<file path="config.mk">
export PLATFORM = sky130hd
export DESIGN_NAME = viterbi_dec_1_2
export DESIGN_NICKNAME = d
export VERILOG_FILES = /design/src/rtl/viterbi_dec_1_2.sv
export SDC_FILE = /design/constraint.sdc
export NUM_CORES = 1
export LEC_CHECK = 0
export ABC_AREA = 1
export CAP_MARGIN = 10
export CORE_UTILIZATION = 58
export CTS_CLUSTER_SIZE = 25
export DETAILED_ROUTE_END_ITERATION = 12
export DONT_BUFFER_PORTS = 1
export PLACE_DENSITY = 0.76
export SLEW_MARGIN = 40
export SYNTH_ARGS = -nofsm -noshare
export SYNTH_HDL_FRONTEND = slang
export SYNTH_SLANG_ARGS = --single-unit
</file>
<file path="constraint.sdc">
create_clock -name clk -period 25.1 [get_ports clk]
set_input_delay 5.02 -clock clk [delete_from_list [all_inputs] [get_ports clk]]
set_output_delay 5.02 -clock clk [all_outputs]
set_load 0.02 [all_outputs]
</file>
<file path="src/rtl/viterbi_dec_1_2.sv">
// Hard-decision rate-1/2 Viterbi decoder for tail-terminated frames.
// Ports: clk, rst_n (sync, active low); in_valid/in_ready/in_sym/in_last
//   symbol stream; out_valid/out_ready/out_bit/out_last decoded bits;
//   frame_err pulses when a frame is cut at FRAME_MAX symbols.
module viterbi_dec_1_2 #(
    parameter int         K         = 4,
    parameter logic [7:0] G0_OCT    = 8'o17,
    parameter logic [7:0] G1_OCT    = 8'o13,
    parameter int         FRAME_MAX = 64,
    parameter int         PM_W      = 8
) (
    input  logic       clk,
    input  logic       rst_n,
    input  logic       in_valid,
    output logic       in_ready,
    input  logic [1:0] in_sym,
    input  logic       in_last,
    output logic       out_valid,
    input  logic       out_ready,
    output logic       out_bit,
    output logic       out_last,
    output logic       frame_err
);
    localparam int M  = K - 1;
    localparam int S  = 1 << M;
    localparam int CW = $clog2(FRAME_MAX + 1);
    localparam int IW = (FRAME_MAX > 1) ? $clog2(FRAME_MAX) : 1;

    localparam logic [1:0] ST_ACS   = 2'd0;
    localparam logic [1:0] ST_TRACE = 2'd1;
    localparam logic [1:0] ST_OUT   = 2'd2;

    localparam logic [K-1:0]    G0      = G0_OCT[K-1:0];
    localparam logic [K-1:0]    G1      = G1_OCT[K-1:0];
    localparam logic [CW-1:0]   M_C     = CW'(M);
    localparam logic [CW-1:0]   M1_C    = CW'(M + 1);
    localparam logic [CW-1:0]   LAST_C  = CW'(FRAME_MAX - 1);
    localparam logic [CW-1:0]   ONE_C   = CW'(1);
    localparam logic [PM_W-1:0] PM_INIT = {1'b1, {(PM_W - 1){1'b0}}};

    function automatic logic [1:0] branch_metric(
        input logic [K-1:0] r,
        input logic [1:0]   rx
    );
        logic [1:0] d;
        d = {^(r & G0), ^(r & G1)} ^ rx;
        return {1'b0, d[1]} + {1'b0, d[0]};
    endfunction

    function automatic logic [PM_W-1:0] sat_add(
        input logic [PM_W-1:0] a,
        input logic [1:0]      b
    );
        logic [PM_W:0] s;
        s = {1'b0, a} + {{(PM_W - 1){1'b0}}, b};
        return s[PM_W] ? {PM_W{1'b1}} : s[PM_W-1:0];
    endfunction

    logic [1:0]      state_q, state_d;
    logic [PM_W-1:0] pm_q   [S];
    logic [PM_W-1:0] pm_new [S];
    logic [PM_W-1:0] pm_min;
    logic [S-1:0]    surv_bits;
    logic [S-1:0]    surv_mem [FRAME_MAX];
    logic [CW-1:0]   cnt_q;
    logic [CW-1:0]   tidx_q;
    logic [CW-1:0]   oidx_q;
    logic [M-1:0]    tst_q;
    logic [FRAME_MAX-1:0] dec_q;
    logic            out_valid_q;
    logic            ferr_q;
    logic            acc;
    logic            last_sym;
    logic            surv_rd;

    assign in_ready  = rst_n & (state_q == ST_ACS);
    assign acc       = in_valid & in_ready;
    // Hitting the frame limit closes the frame as if in_last were set.
    assign last_sym  = in_last | (cnt_q == LAST_C);
    assign surv_rd   = surv_mem[tidx_q[IW-1:0]][tst_q];
    assign out_valid = out_valid_q;
    assign out_bit   = out_valid_q & dec_q[oidx_q[IW-1:0]];
    assign out_last  = out_valid_q & (oidx_q == (cnt_q - M1_C));
    assign frame_err = ferr_q;

    // State n = {p[M-2:0], b}: its predecessors differ only in the
    // bit shifted out, so the encoder register is {0/1, n}.
    for (genvar g = 0; g < S; g++) begin : g_acs
        localparam logic [M-1:0] ST = M'(g);
        logic [PM_W-1:0] s0, s1;
        assign s0 = sat_add(pm_q[{1'b0, ST[M-1:1]}],
                            branch_metric({1'b0, ST}, in_sym));
        assign s1 = sat_add(pm_q[{1'b1, ST[M-1:1]}],
                            branch_metric({1'b1, ST}, in_sym));
        assign surv_bits[g] = (s1 < s0);
        assign pm_new[g]    = (s1 < s0) ? s1 : s0;
    end

    always_comb begin
        pm_min = pm_new[0];
        for (int i = 1; i < S; i++) begin
            if (pm_new[i] < pm_min) pm_min = pm_new[i];
        end
    end

    always_comb begin
        state_d = state_q;
        unique case (state_q)
            ST_ACS:   if (acc && last_sym) state_d = ST_TRACE;
            ST_TRACE: if (tidx_q == '0)
                          state_d = (cnt_q > M_C) ? ST_OUT : ST_ACS;
            ST_OUT:   if (out_ready && out_last) state_d = ST_ACS;
            default:  state_d = ST_ACS;
        endcase
    end

    always_ff @(posedge clk) begin
        if (acc) surv_mem[cnt_q[IW-1:0]] <= surv_bits;
    end

    always_ff @(posedge clk) begin
        if (!rst_n) begin
            state_q     <= ST_ACS;
            cnt_q       <= '0;
            tidx_q      <= '0;
            oidx_q      <= '0;
            tst_q       <= '0;
            dec_q       <= '0;
            out_valid_q <= 1'b0;
            ferr_q      <= 1'b0;
            for (int i = 0; i < S; i++)
                pm_q[i] <= (i == 0) ? '0 : PM_INIT;
        end else begin
            state_q <= state_d;
            ferr_q  <= 1'b0;
            unique case (state_q)
                ST_ACS: begin
                    if (acc) begin
                        for (int i = 0; i < S; i++)
                            pm_q[i] <= pm_new[i] - pm_min;
                        cnt_q <= cnt_q + ONE_C;
                        if (last_sym) begin
                            tidx_q <= cnt_q;
                            tst_q  <= '0;
                            ferr_q <= ~in_last;
                        end
                    end
                end
                ST_TRACE: begin
                    dec_q[tidx_q[IW-1:0]] <= tst_q[0];
                    tst_q  <= {surv_rd, tst_q[M-1:1]};
                    tidx_q <= tidx_q - ONE_C;
                    if (tidx_q == '0) begin
                        if (cnt_q > M_C) begin
                            out_valid_q <= 1'b1;
                            oidx_q      <= '0;
                        end else begin
                            cnt_q <= '0;
                            for (int i = 0; i < S; i++)
                                pm_q[i] <= (i == 0) ? '0 : PM_INIT;
                        end
                    end
                end
                ST_OUT: begin
                    if (out_ready) begin
                        if (out_last) begin
                            out_valid_q <= 1'b0;
                            cnt_q       <= '0;
                            for (int i = 0; i < S; i++)
                                pm_q[i] <= (i == 0) ? '0 : PM_INIT;
                        end else begin
                            oidx_q <= oidx_q + ONE_C;
                        end
                    end
                end
                default: ;
            endcase
        end
    end
endmodule

</file>
==> impl_metrics.yaml <==
outcome:
  status: "finished, final reports clean"
logic_synthesis:
  synthXorXnorAreaFrac_pct: 0.833
  muxShareOfSynthArea_pct: 0
  async_flop_share_pct: 0
  ys_seq_area_share_pct: 51.5
  synth_compound_gate_area_share_pct: 17.0
  ys_seq_elements: 674
  synth_top_family_by_area: "simple AND/OR/NAND/NOR gates"
  synthSimpleGateAreaFrac_pct: 19.0
  syn_nets: 4336
  synth_edf_count: 536
  yosys-top-cells-area: "edfxtp_1 (44%), dfxtp_1 (7.5%), nand2_1 (6.7%)"
  ys.warnings.count: 0
  ys_types: 58
  yosys.area.top_type: "edfxtp_1"
  syn_area_mm2: 0.0366
  yosys_most_used_dff: "edfxtp_1"
  synth_fa_ha_area_share_pct: 5.77
  synth_area_per_cell_um2: 8.80
  yosysTopAreaCellShare_pct: 43.9
  synthCells: 4165
routing:
  wl_met2_um: 46700
  vias: 30487
  ant_nets: 0
  top_layer_used: "met4"
  wire_per_inst_um: 20.5
  post-route-drc-count: 0
  routed_wl_um: 102000
  wl_met1_um: 43400
  detail_route.first_pass.iterations: 6
  drt_iter0_markers: 3342
  wl_met3_um: 9110
  viasPerCell: 6.13
final_layout:
  area_growth_pct: 7.95
  drive_above_1_share_pct: 5.61
  diodes: 0
  nets: 4261
  fin_util_pct: 63.7
  fill_cells: 5128
clock_tree:
  clockRootBuffer: "clkbuf_16"
  hold_buffers: 0
  numCtsBuffers: 69
  post_cts_resized: 0
  cts_tree: "built"
  cts_max_level: 3
  post-cts-setup-buffers: 0
  clkTransAtPathRegs_ns: 0.07
  clockBufferDepth: 3
  clock_sinks: 674
  insertion_delay_ns: 0.63
global_route:
  antenna_found_initial: 0
  grt_pass1_wl_um: 157000
  grt_pass1_vias: 27767
  grtUsageTotal_pct: 31.5
  grt_max_degree: 101
  overflow: 0
floorplan:
  die_h_um: 253
  die-width_um: 253
  core-area_mm2: 0.0621
  initial_core_util_pct: 59.0
  row_count: 91
  die-area_mm2: 0.0642
  io_pins: 12
placed_design:
  dp_hpwl_um: 67100
  gp_congestion: 0.960
  portBuffers: 0
timing:
  fin_skew_ns: 0.0271
  fin_setup_tns_ns: 0
  hold_violations: 0
  period_needed_ns: 20.99
  slew_headroom_pct: 34.4
  worst_pin_slew_ns: 0.974
  rsz0062_at_grt: "no"
  slew_violations: 0
  fin_crit_sh_pct: 83.6
  setup_violations: 0
  fmax_mhz: 47.7
min_path:
  hold_path_class: "register to register"
worst_setup_path:
  cp_data_required_time_ns: 25.47
  crit_top_cell: "nor2_1"
  end_kind: "register"
  slowest_delay_ns: 0.58
  path_max_fanout: 68
  crit_type: "input port to register"
  cpMaxStageDelayCell: "buf_4"
  startpoint_type: "input port"
  cp.arrival_ns: 21.36
run:
  cap_violations: 0
worst max-delay path: cells and delay by family:
family	cells	cell delay [ns]
buf+inv	9	1.40
fa+ha+maj	12	3.48
compound gates	24	7.34
simple gates	29	4.11
logic make-up (layout without fill, tap and decap cells):
logic type | Yosys count | after routing
fa+ha+maj | 164 | 164
buf+inv | 568 | 542
simple gates | 1675 | 1675
flops | 674 | 674
xor+xnor | 34 | 34
compound gates | 1050 | 1050
layer usage:
| layer | global-route usage (%) | vias up |
|---|---|---|
| li1 | - | 14529 |
| met1 | 43.9 | 14386 |
| met2 | 49.8 | 1390 |
| met3 | 5.71 | 182 |
| met4 | 10.4 | 0 |
| met5 | 0 | - |
stage by stage:
| stage | cell area [µm²] | setup slack (ns) | hold WS, ns | std cells |
|---|---|---|---|---|
| after global placement | 37200 | 4.18 | 0.454 | 4854 |
| after detailed placement | 37300 | 3.83 | 0.466 | 4855 |
| after global routing | 39500 | 2.48 | 0.524 | 4976 |
| after floorplan | 36600 | 4.79 | 0.435 | 4165 |
| final | 39500 | 4.11 | 0.481 | 4976 |
| after CTS | 39500 | 4.43 | 0.486 | 4975 |
cell type report:
class | instances | area (µm²) | share of cell area (%)
clock buffer | 88 | 1810 | 4.57
clock inverter | 32 | 393 | 0.993
inverter | 387 | 1470 | 3.71
multi-input combinational | 2923 | 15700 | 39.6
sequential | 674 | 18900 | 47.7
tap | 837 | 1050 | 2.65
timing repair buffer | 35 | 295 | 0.747
cells in the mapped netlist (all sizes together) (8+ instances only):
library cell,number
o22ai,49
nand3,279
o21bai,10
nand4,26
o211ai,15
o221ai,106
o21ai,505
ha,156
clkbuf,175
a21oi,214
a31oi,30
xnor2,14
clkinv,9
inv,378
dfxtp,138
nor3,32
edfxtp,536
nand2,686
a311oi,67
a211oi,13
nor2,620
fa,8
or2,9
o21a,14
xor2,20
final timing paths:
check | start | endpoint | slack (ns) | cells past startpoint
max | in_sym[0] | pm_q[0][14] | 4.11 | 74
min | pm_q[1][8] | pm_q[1][8] | 0.48 | 2
max reg2reg | pm_q[0][0] | pm_q[0][14] | 8.75 | 72
min reg2reg | pm_q[1][8] | pm_q[1][8] | 0.48 | 2
cells in the final DEF (no fill, tap or decap), types with 8 or more instances in the layout:
master / n
a211oi_1: 12
a21oi_1: 214
a311oi_1: 67
a31oi_1: 30
buf_4: 31
clkbuf_1: 18
clkbuf_16: 69
clkinv_1: 15
dfxtp_1: 135
edfxtp_1: 536
fa_1: 8
ha_1: 156
inv_1: 351
inv_2: 26
nand2_1: 652
nand2_2: 31
nand3_1: 277
nand4_1: 26
nor2_1: 599
nor2_2: 21
nor3_1: 30
o211ai_1: 15
o21a_1: 14
o21ai_0: 479
o21ai_1: 25
o21bai_1: 10
o221ai_1: 106
o22ai_1: 49
or2_2: 9
xnor2_1: 14
xor2_1: 19
sequential cells by signal, summed over array words and instances, names as in the netlist, named ones only:
| register | count |
|---|---|
| tidx_q | 7 |
| frame_err | 1 |
| tst_q | 3 |
| state_q | 2 |
| surv_mem | 512 |
| pm_q | 64 |
| oidx_q | 7 |
| dec_q | 64 |
| cnt_q | 7 |
| out_valid | 1 |
Power is left out: the tool's default activity adds up to more than one toggle a clock period on the data nets, which glitch-free logic cannot reach.
